$ cat src/rtl/ppb_pkg.sv
// rtl/ppb_pkg.sv - shared types and widths for the pixel phrase builder
package ppb_pkg;
  typedef enum logic [1:0] {
    WAIT_SOF = 2'd0,
    PACK     = 2'd1,
    DONE     = 2'd2
  } ppb_state_t;

  localparam int PIXEL_W           = 16;
  localparam int PHRASE_W          = 128;
  localparam int PIXELS_PER_PHRASE = 8;

  // Test-pattern pixel: the group index replicated into R, G and B fields.
  function automatic logic [PIXEL_W-1:0] test_pixel(input logic [5:0] c);
    return {c[4:0], c, c[4:0]};
  endfunction
endpackage

$ cat src/rtl/pixel_phrase_builder_if.sv
// rtl/pixel_phrase_builder_if.sv - AXIS-style phrase output bundle
interface pixel_phrase_builder_if;
  logic [ppb_pkg::PHRASE_W-1:0] phrase_axis_data;
  logic                         phrase_axis_tuser;
  logic                         phrase_axis_valid;
  logic                         phrase_axis_ready;

  modport master (
    output phrase_axis_data, phrase_axis_tuser, phrase_axis_valid,
    input  phrase_axis_ready
  );

  modport slave (
    input  phrase_axis_data, phrase_axis_tuser, phrase_axis_valid,
    output phrase_axis_ready
  );
endinterface

$ cat src/rtl/phrase_skid_fifo.sv
// rtl/phrase_skid_fifo.sv - 2-entry in-order buffer of {tuser, data}
module phrase_skid_fifo
  import ppb_pkg::*;
(
  input  logic              clk_in,
  input  logic              rst_in,
  input  logic              push,
  input  logic [PHRASE_W:0] din,
  output logic              full,
  input  logic              ready,
  output logic              pop,
  output logic [PHRASE_W:0] dout,
  output logic              empty
);
  logic [PHRASE_W:0] head_q, tail_q;
  logic [1:0]        count_q;
  logic              accept;

  assign empty  = (count_q == 2'd0);
  assign full   = (count_q == 2'd2);
  assign pop    = !empty && ready;
  // A push into a full buffer still lands when the head leaves this cycle.
  assign accept = push && (!full || pop);
  assign dout   = head_q;

  always_ff @(posedge clk_in) begin
    if (rst_in) begin
      head_q  <= '0;
      tail_q  <= '0;
      count_q <= 2'd0;
    end else begin
      if (pop && accept) begin
        if (count_q == 2'd1) begin
          head_q <= din;
        end else begin
          head_q <= tail_q;
          tail_q <= din;
        end
      end else if (pop) begin
        head_q  <= tail_q;
        count_q <= count_q - 2'd1;
      end else if (accept) begin
        if (count_q == 2'd0) head_q <= din;
        else                 tail_q <= din;
        count_q <= count_q + 2'd1;
      end
    end
  end
endmodule

$ cat src/rtl/pixel_phrase_builder.sv
// rtl/pixel_phrase_builder.sv - packs RGB565 pixels into 128-bit phrases with SOF on tuser
// Optional build macro PPB_TEST_PATTERN_EN replaces camera data with a column pattern.
module pixel_phrase_builder
  import ppb_pkg::*;
#(
  parameter int PIXELS_PER_FRAME = 1280*720,
  parameter int DROP_CNT_W       = 16
) (
  input  logic                  clk_in,
  input  logic                  rst_in,
  input  logic                  pixel_valid_in,
  input  logic [PIXEL_W-1:0]    pixel_data_in,
  input  logic                  frame_start_in,
  pixel_phrase_builder_if.master phrase_axis,
  output logic [DROP_CNT_W-1:0] drop_count_out,
  output logic                  overflow_out,
  output logic [1:0]            state_out
);
  localparam int CNT_W = $clog2(PIXELS_PER_FRAME + 1);

  ppb_state_t         state_q, state_d;
  logic [2:0]         slot_q, slot_d;
  logic [CNT_W-1:0]   cnt_q, cnt_d;
  logic               sof_q, sof_d;
  logic               store, phrase_done;
  logic [PIXEL_W-1:0] pix_q [0:6];

  logic [PIXEL_W-1:0] pix_word;
  logic [2:0]         store_slot;
  logic [PHRASE_W:0]  push_din;
  logic               fifo_full, fifo_pop, fifo_empty, drop;
  logic [PHRASE_W:0]  fifo_dout;

  always_ff @(posedge clk_in) begin
    if (rst_in) begin
      state_q        <= WAIT_SOF;
      slot_q         <= 3'd0;
      cnt_q          <= '0;
      sof_q          <= 1'b0;
      drop_count_out <= '0;
      overflow_out   <= 1'b0;
      for (int k = 0; k < 7; k++) pix_q[k] <= '0;
    end else begin
      state_q <= state_d;
      slot_q  <= slot_d;
      cnt_q   <= cnt_d;
      sof_q   <= sof_d;
      if (store && store_slot != 3'd7) pix_q[store_slot] <= pix_word;
      if (drop) begin
        overflow_out <= 1'b1;
        if (drop_count_out != '1) drop_count_out <= drop_count_out + 1'b1;
      end
    end
  end

  // A frame start restarts packing from any state; a partial phrase is simply abandoned.
  always_comb begin
    state_d     = state_q;
    slot_d      = slot_q;
    cnt_d       = cnt_q;
    sof_d       = sof_q;
    store       = 1'b0;
    phrase_done = 1'b0;
    if (pixel_valid_in) begin
      if (frame_start_in) begin
        state_d = PACK;
        slot_d  = 3'd1;
        cnt_d   = CNT_W'(1);
        sof_d   = 1'b1;
        store   = 1'b1;
      end else if (state_q == PACK) begin
        store  = 1'b1;
        slot_d = slot_q + 3'd1;
        cnt_d  = cnt_q + CNT_W'(1);
        if (slot_q == 3'd7) begin
          phrase_done = 1'b1;
          sof_d       = 1'b0;
        end
        if (cnt_d == CNT_W'(PIXELS_PER_FRAME)) state_d = DONE;
      end
    end
  end

  always_comb begin
    store_slot = frame_start_in ? 3'd0 : slot_q;
`ifdef PPB_TEST_PATTERN_EN
    pix_word = test_pixel(6'((frame_start_in ? '0 : cnt_q) >> 3));
`else
    pix_word = pixel_data_in;
`endif
    push_din = {sof_q, pix_word, {PHRASE_W-PIXEL_W{1'b0}}};
    for (int k = 0; k < 7; k++) push_din[PIXEL_W*k +: PIXEL_W] = pix_q[k];
    drop      = phrase_done && fifo_full && !fifo_pop;
    state_out = state_q;
  end

  phrase_skid_fifo u_fifo (
    .clk_in (clk_in),
    .rst_in (rst_in),
    .push   (phrase_done),
    .din    (push_din),
    .full   (fifo_full),
    .ready  (phrase_axis.phrase_axis_ready),
    .pop    (fifo_pop),
    .dout   (fifo_dout),
    .empty  (fifo_empty)
  );

  assign phrase_axis.phrase_axis_valid = !fifo_empty;
  assign phrase_axis.phrase_axis_tuser = fifo_dout[PHRASE_W];
  assign phrase_axis.phrase_axis_data  = fifo_dout[PHRASE_W-1:0];
endmodule

$ cat src/flat_wrapper.sv
// flat-port wrapper written by rule: the top's interface ports become plain ports
module pixel_phrase_builder_flat import ppb_pkg::*;
#(
  parameter int PIXELS_PER_FRAME = 1280*720,
  parameter int DROP_CNT_W       = 16
)
  (clk_in, rst_in, pixel_valid_in, pixel_data_in, frame_start_in, drop_count_out, overflow_out, state_out, phrase_axis_phrase_axis_data, phrase_axis_phrase_axis_tuser, phrase_axis_phrase_axis_valid, phrase_axis_phrase_axis_ready);
  pixel_phrase_builder_if phrase_axis_i ();
  input  logic clk_in;
  input  logic rst_in;
  input  logic pixel_valid_in;
  input  logic [PIXEL_W-1:0] pixel_data_in;
  input  logic frame_start_in;
  output logic [DROP_CNT_W-1:0] drop_count_out;
  output logic overflow_out;
  output logic [1:0] state_out;
  output wire logic [$bits(phrase_axis_i.phrase_axis_data)-1:0] phrase_axis_phrase_axis_data;
  output wire logic [$bits(phrase_axis_i.phrase_axis_tuser)-1:0] phrase_axis_phrase_axis_tuser;
  output wire logic [$bits(phrase_axis_i.phrase_axis_valid)-1:0] phrase_axis_phrase_axis_valid;
  input wire logic [$bits(phrase_axis_i.phrase_axis_ready)-1:0] phrase_axis_phrase_axis_ready;
  assign phrase_axis_phrase_axis_data = phrase_axis_i.phrase_axis_data;
  assign phrase_axis_phrase_axis_tuser = phrase_axis_i.phrase_axis_tuser;
  assign phrase_axis_phrase_axis_valid = phrase_axis_i.phrase_axis_valid;
  assign phrase_axis_i.phrase_axis_ready = phrase_axis_phrase_axis_ready;
  pixel_phrase_builder #(.PIXELS_PER_FRAME(PIXELS_PER_FRAME), .DROP_CNT_W(DROP_CNT_W)) u_core (.clk_in(clk_in), .rst_in(rst_in), .pixel_valid_in(pixel_valid_in), .pixel_data_in(pixel_data_in), .frame_start_in(frame_start_in), .phrase_axis(phrase_axis_i), .drop_count_out(drop_count_out), .overflow_out(overflow_out), .state_out(state_out));
endmodule
$ cat config.mk
export PLATFORM = sky130hd
export DESIGN_NAME = pixel_phrase_builder_flat
export DESIGN_NICKNAME = d
export VERILOG_FILES = /design/src/rtl/ppb_pkg.sv /design/src/rtl/pixel_phrase_builder_if.sv /design/src/rtl/phrase_skid_fifo.sv /design/src/rtl/pixel_phrase_builder.sv /design/src/flat_wrapper.sv
export SDC_FILE = /design/constraint.sdc
export NUM_CORES = 1
export LEC_CHECK = 0
export BUFFER_PORTS_ARGS = -buffer_cell sky130_fd_sc_hd__buf_2
export CAP_MARGIN = 20
export CELL_PAD_IN_SITES_DETAIL_PLACEMENT = 1
export CELL_PAD_IN_SITES_GLOBAL_PLACEMENT = 1
export CORE_UTILIZATION = 40
export CTS_CLUSTER_DIAMETER = 50
export DETAILED_ROUTE_END_ITERATION = 8
export PLACE_DENSITY = 0.79
export SYNTH_ARGS = -nofsm -noshare
export SYNTH_HDL_FRONTEND = slang
export SYNTH_SLANG_ARGS = --single-unit
$ cat constraint.sdc
create_clock -name clk_in -period 2.3 [get_ports clk_in]
set_clock_uncertainty 0.15 [all_clocks]
set_input_delay 0 -clock clk_in [delete_from_list [all_inputs] [get_ports clk_in]]
set_output_delay 0 -clock clk_in [all_outputs]
set_load 0.02 [all_outputs]
* Word-level counts from Yosys, hierarchy flattened
Memories as Yosys holds them, arrays and structs flattened. Index checks and enable logic that the tools add are counted.
Storage, ports and cells: bits in latches 0, RAM bits 112, flip-flop bits (word level) 303, input port bits 21, memories 1, output and inout bits 149, logic and storage cells 90, memory bits (read-only) 0
Memories:
- u_core.pix_q | words 7, bits a word 16, read ports 7, clocked after Yosys merged registers in 0, write ports 7, RTL line pixel_phrase_builder.sv:26 | logic [PIXEL_W-1:0] pix_q [0:6];
Operators by class: equality and inequality tests 10, multiplexer cells 38, add/sub/neg operators 5, multipliers 0, divide/modulo/power cells 0, shifts and indexed selects 0, order comparisons 0, bitwise gates (word level) 1, reductions and logical operators 26
Operators with widths (number):
- 129-bit two-way mux | 10
- 20-bit two-way mux | 2
- 20-bit by 1-bit adder with 20-bit output, second input constant | 1
- 20-bit equality test, second input constant | 1
- 16-bit by 1-bit adder with 16-bit output, second input constant | 1
- 1-bit two-way mux | 16
- 16-bit two-way mux | 1
- 16-bit != test, second input constant | 1
- 16-bit OR reduction | 1
- 3-bit two-way mux | 4
- 2-bit two-way mux | 5
- 2-bit nonzero test | 5
- 2-bit AND reduction | 4
- 1-bit logical AND | 6
- 2-bit != test, second input constant | 3
- 3-bit AND reduction | 2
- 3-bit nonzero test | 2
- 2-bit by 1-bit equality test with 1-bit output, second input constant | 2
- 4-bit AND reduction | 1
- 3-bit by 1-bit adder with 3-bit output, second input constant | 1
- 3-bit equality test, second input constant | 1
- 1-bit zero test | 3
- 3-bit != test, second input constant | 1
- 2-bit by 1-bit adder with 2-bit output, second input constant | 1
- other kinds (5) | 5

* Depth between registers and ports, before layout
word-level depth 10, gate-level depth with buffers 13, mapped depth without buffers 10

* Cells and area by module
A second synthesis with hierarchy kept.
Unflattened totals: cell total of the unflattened synthesis 1923, area total of the unflattened synthesis 16714.8 sq um
By module, submodules not included:
- phrase_skid_fifo | cells each 1302, seq. area each 5205.0 sq um, times used 1, area each 10138.5 sq um
- pixel_phrase_builder | cells each 621, seq. area each 4063.9 sq um, times used 1, area each 6576.3 sq um

* Worst setup path before layout
OpenSTA, ideal clock, no wires.
path type reg2reg, start point register u_core.state_q[1], in the netlist u_core.state_out[1], end point memory u_core.pix_q[5][0] (enable), cell stages (with the launch flop) 5, arrival 2.065 ns, clock period less this slack 2.608 ns, setup time 0.392 ns, buffers on the path 0, path slack -0.308 ns, required time 1.758 ns, cell sequence dfxtp_1 > and2b_1 > o21ai_1 > o21ai_0 > o21bai_1
RTL lines:
- start, declared | RTL line pixel_phrase_builder.sv:21 | ppb_state_t state_q, state_d;
- start signal, assigned | RTL line pixel_phrase_builder.sv:44 | state_q <= state_d;
- end, declared | RTL line pixel_phrase_builder.sv:26

* Worst setup path in the final report
start point register u_core.u_fifo.count_q[1], end point register u_core.u_fifo.head_q[84], in the netlist u_core.u_fifo.dout[84]
On the way: word-level cells in the longest chain between the ends 8, elaborated cells on any way between the ends 15, classes of those cells eq/ne (2); mux (3); reduce/logical (10)
RTL lines:
- start, declared | RTL line phrase_skid_fifo.sv:16 | logic [1:0] count_q;
- start signal, assigned | RTL line phrase_skid_fifo.sv:41 | count_q <= count_q - 2'd1;
- start signal, assigned | RTL line phrase_skid_fifo.sv:45 | count_q <= count_q + 2'd1;
- 2-bit zero test | RTL line phrase_skid_fifo.sv:19, phrase_skid_fifo.sv:43
- 1-bit zero test | RTL line phrase_skid_fifo.sv:21 | assign pop = !empty && ready;
- 1-bit logical AND | RTL line phrase_skid_fifo.sv:21
- 1-bit logical OR | RTL line phrase_skid_fifo.sv:23 | assign accept = push && (!full || pop);
- 1-bit logical AND | RTL line phrase_skid_fifo.sv:23
- 1-bit logical AND | RTL line phrase_skid_fifo.sv:32 | if (pop && accept) begin
- 3-bit nonzero test (no source line)
- 2-bit AND reduction (no source line)
- end signal, assigned | RTL line phrase_skid_fifo.sv:34 | head_q <= din;
- end signal, assigned | RTL line phrase_skid_fifo.sv:36 | head_q <= tail_q;
- end signal, assigned | RTL line phrase_skid_fifo.sv:40 | head_q <= tail_q;
- end, declared | RTL line phrase_skid_fifo.sv:15 | logic [PHRASE_W:0] head_q, tail_q;
Several ways; a longest one is shown, not always the timed one. A chain may end at the register's enable or synchronous reset.

==> out/qor.csv <==
stage,metric,value,unit
outcome,outcome,finished with violations,
outcome,violations,negative setup slack,
drt,drc_errors,0,
cts,cts_tree,done,
cts,clockBufferDepth,3,
finish,drive_gt1_share,37.7,%
synth,synth_top_flop_cell,dfxtp_1,
drt,dr.pass1.iters,5,
worst_setup_path,r2r_slack,-0.25,ns
synth,syn_nets,1779,
drt,drtIter0Drc,1137,
floorplanning,rows,74,
synth,avgSynthCellArea,9.53,µm²
cts,clock-root-buffer,clkbuf_16,
synth,synth.cell_area,16700,µm²
finish,area_growth_syn_to_layout,43.9,%
worst_setup_path,crit_path_start_kind,flip-flop,
power,max-vdd-ir-drop,0.000540,V
cts,cts_buffers,48,
worst_setup_path,worstPathArrival,2.86,ns
timing,rsz0062_at_grt,true,
floorplanning,num_io_pins,170,
timing,slew-limit-headroom,28.1,%
timing,fin_crit_sh,111,%
global_route,grt_pass1_vias,14950,
worst_setup_path,path_class,reg2reg,
finish,multi_input_area,8750,µm²
synth,yosysWarningCount,0,
placement,dp_cells,2419,
finish,fill_cells,4249,
min_path,min_path_type,in2reg,
placement,hpwl,32700,µm
drt,wl,74000,µm
global_route,gr-total-overflow,0,
timing,drv_slew,0,
cts,clock_latency,0.61,ns
global_route,grt_use_total,27.2,%
drt,final_antenna_net_count,0,
timing,tightest_slew,1.08,ns
timing,hold_violations,0,
placement,gp_congestion,0.823,
floorplanning,die_w,206,µm
timing,fmax,0.393,GHz
drt,via_per_inst,5.97,
drt,wl_per_cell,28.4,µm
synth,synth_seq_cells,415,
timing,min_period,2.55,ns
power,design_power_total,19.0,mW
placement,port_buffers,169,
finish,seq_area,9280,µm²
timing,setup_tns,-20.66,ns
power,powerDensity,794,nW/µm²
global_route,grt_max_degree,87,
floorplanning,die_y,206,µm
finish,instances_no_fill,2604,
global_route,antenna_found_initial,4,
flow_run,drv_cap,0,
placement,place_area,18700,µm²
worst_setup_path,cp-end-kind,flip-flop,
worst_setup_path,crit_required,2.62,ns
floorplanning,initial_core_util,40.7,%
floorplanning,die_area,42500,µm²
synth,yosysSeqAreaShare,55.6,%
timing,setup_viol,255,
drt,vias,15542,
cts,cts.clk_slew.worst_paths,0.06,ns
timing,fin_ws,-0.248,ns
finish,nets,2060,
cts,cts_htree_levels,2,
global_route,grt_pass1_wl,87300,µm
cts,clock_sinks,415,
synth,async_flop_share,0,%
floorplanning,coreArea,40900,µm²
synth,synth_edf_count,96,
synth,synth_cell_types,52,
power,leakage,8.94,nW
finish,stdcell_area,24000,µm²
synth,syn_inst,1749,
worst_setup_path,critPathMaxFanout,7,
[metrics by stage]
stage	util [%]	setup slack [ns]	hold WS, ns
after CTS	52.3	-0.0862	0.155
after detailed placement	45.6	-0.286	0.188
after global routing	58.6	-0.313	0.193
final	58.6	-0.248	0.190
after floorplan	-	-0.0546	-0.0414
after global placement	45.6	-0.125	0.172
[final timing paths]
path	start	to	depth (start not counted)
hold / removal	rst_in	u_core.drop_count_out[10]	3
setup / recovery	u_core.u_fifo.count_q[1]	u_core.u_fifo.dout[84]	12
setup reg to reg	u_core.u_fifo.count_q[1]	u_core.u_fifo.dout[84]	12
hold reg to reg	u_core.u_fifo.tail_q[41]	u_core.u_fifo.tail_q[41]	2
[worst max-delay path, cell delays in order, from the launching register on]
cell and delay [ns]:
dfxtp_2 0.34, inv_2 0.06, ha_4 0.15, nand2b_4 0.17, a21oi_4 0.17, ha_4 0.20
buf_6 0.12, o21ai_4 0.05, buf_12 0.15, buf_16 0.16, buf_12 0.16, mux2i_4 0.18
a211oi_2 0.34
[area by class of cell]
type	instances	share of cell area, %
clock inverters	21	0.626
well taps	532	2.78
multi-input cells	1184	36.5
clock buffers	68	5.79
repair buffers	359	15.2
flip-flops and latches	415	38.7
inverters	22	0.360
diodes	3	0.0313
[kinds of logic (layout without fill, tap and decap cells)]
logic type                 after synthesis  after routing  share of synthesized area, %
and+or+nand+nor                        673            676                          17.4
AOI/OAI and AO/OA                      338            338                          12.8
adders and majority gates                9              9                         0.676
other                                    0              3                             0
DFF                                    415            415                          55.6
muxes                                  131            131                          7.88
buffers and inverters                  153            470                          4.05
xor gates and xnor gates                30             30                          1.58
[Yosys cell counts, drive strengths merged, types with 2 or more instances]
| library cell | number | area, µm² |
|---|---|---|
| and2 | 51 | 319 |
| nor2 | 216 | 811 |
| clkbuf | 64 | 241 |
| nand3 | 8 | 45.0 |
| edfxtp | 96 | 2880 |
| o21ai | 31 | 155 |
| a22oi | 8 | 60.1 |
| nand4 | 20 | 131 |
| a31oi | 5 | 37.5 |
| and3 | 4 | 25.0 |
| mux2i | 130 | 1300 |
| a21oi | 147 | 736 |
| buf | 67 | 352 |
| nor3 | 16 | 90.1 |
| nor2b | 3 | 18.8 |
| ha | 9 | 113 |
| a311oi | 3 | 26.3 |
| nand2b | 21 | 131 |
| xor2 | 21 | 184 |
| inv | 22 | 82.6 |
| or2 | 3 | 18.8 |
| dfxtp | 319 | 6390 |
| a211oi | 133 | 998 |
| o21a | 2 | 15.0 |
| xnor2 | 9 | 78.8 |
| nor4 | 7 | 43.8 |
| nand2 | 318 | 1200 |
[routing by layer]
layer,global-route usage (%),up-vias,routed length (µm)
li1,-,6618,-
met5,0,-,13
met1,31.2,7786,26900
met3,4.84,329,4860
met2,48.1,807,36600
met4,14.2,2,5570
[layout by cell type (no fill, tap or decap), types with 28 or more instances in the layout]
| master | Yosys | layout |
|---|---|---|
| buf_12 | 0 | 31 |
| a21oi_2 | 0 | 82 |
| a211oi_2 | 0 | 45 |
| nand2_1 | 317 | 175 |
| nand2_2 | 1 | 44 |
| nor2_1 | 216 | 216 |
| o21ai_0 | 28 | 28 |
| buf_2 | 59 | 168 |
| mux2i_2 | 0 | 32 |
| a211oi_1 | 133 | 88 |
| edfxtp_1 | 96 | 96 |
| clkbuf_16 | 0 | 72 |
| a21oi_1 | 147 | 64 |
| buf_4 | 7 | 76 |
| nand2_4 | 0 | 98 |
| and2_1 | 51 | 50 |
| mux2i_1 | 130 | 75 |
| dfxtp_1 | 319 | 313 |
[power by group]
part	internal, mW	total (mW)	switching (mW)
clock	4.24	7.69	3.45
combinational	1.28	3.20	1.92
sequential	7.83	8.14	0.312
total	13.3	19.0	5.69
[state kept, by name, indices dropped and copies added (netlist names)]
signal / cells
u_core.u_fifo.dout: 129
u_core.u_fifo.tail_q: 129
u_core.pix_q: 112
u_core.cnt_q: 20
u_core.drop_count_out: 16
u_core.slot_q: 3
u_core.state_out: 2
u_core.u_fifo.count_q: 2
u_core.overflow_out: 1
u_core.sof_q: 1
[what timing repair did]
item,CTS,global route
cloned,16,31
pin swaps,36,201
endpoints found under the hold margin,296,0
hold buffers,21,0
setup endpoints to repair,258,325
buffers inserted,21,8
gates resized for setup,81,463
No activity file was read; power rests on OpenSTA's default activity.
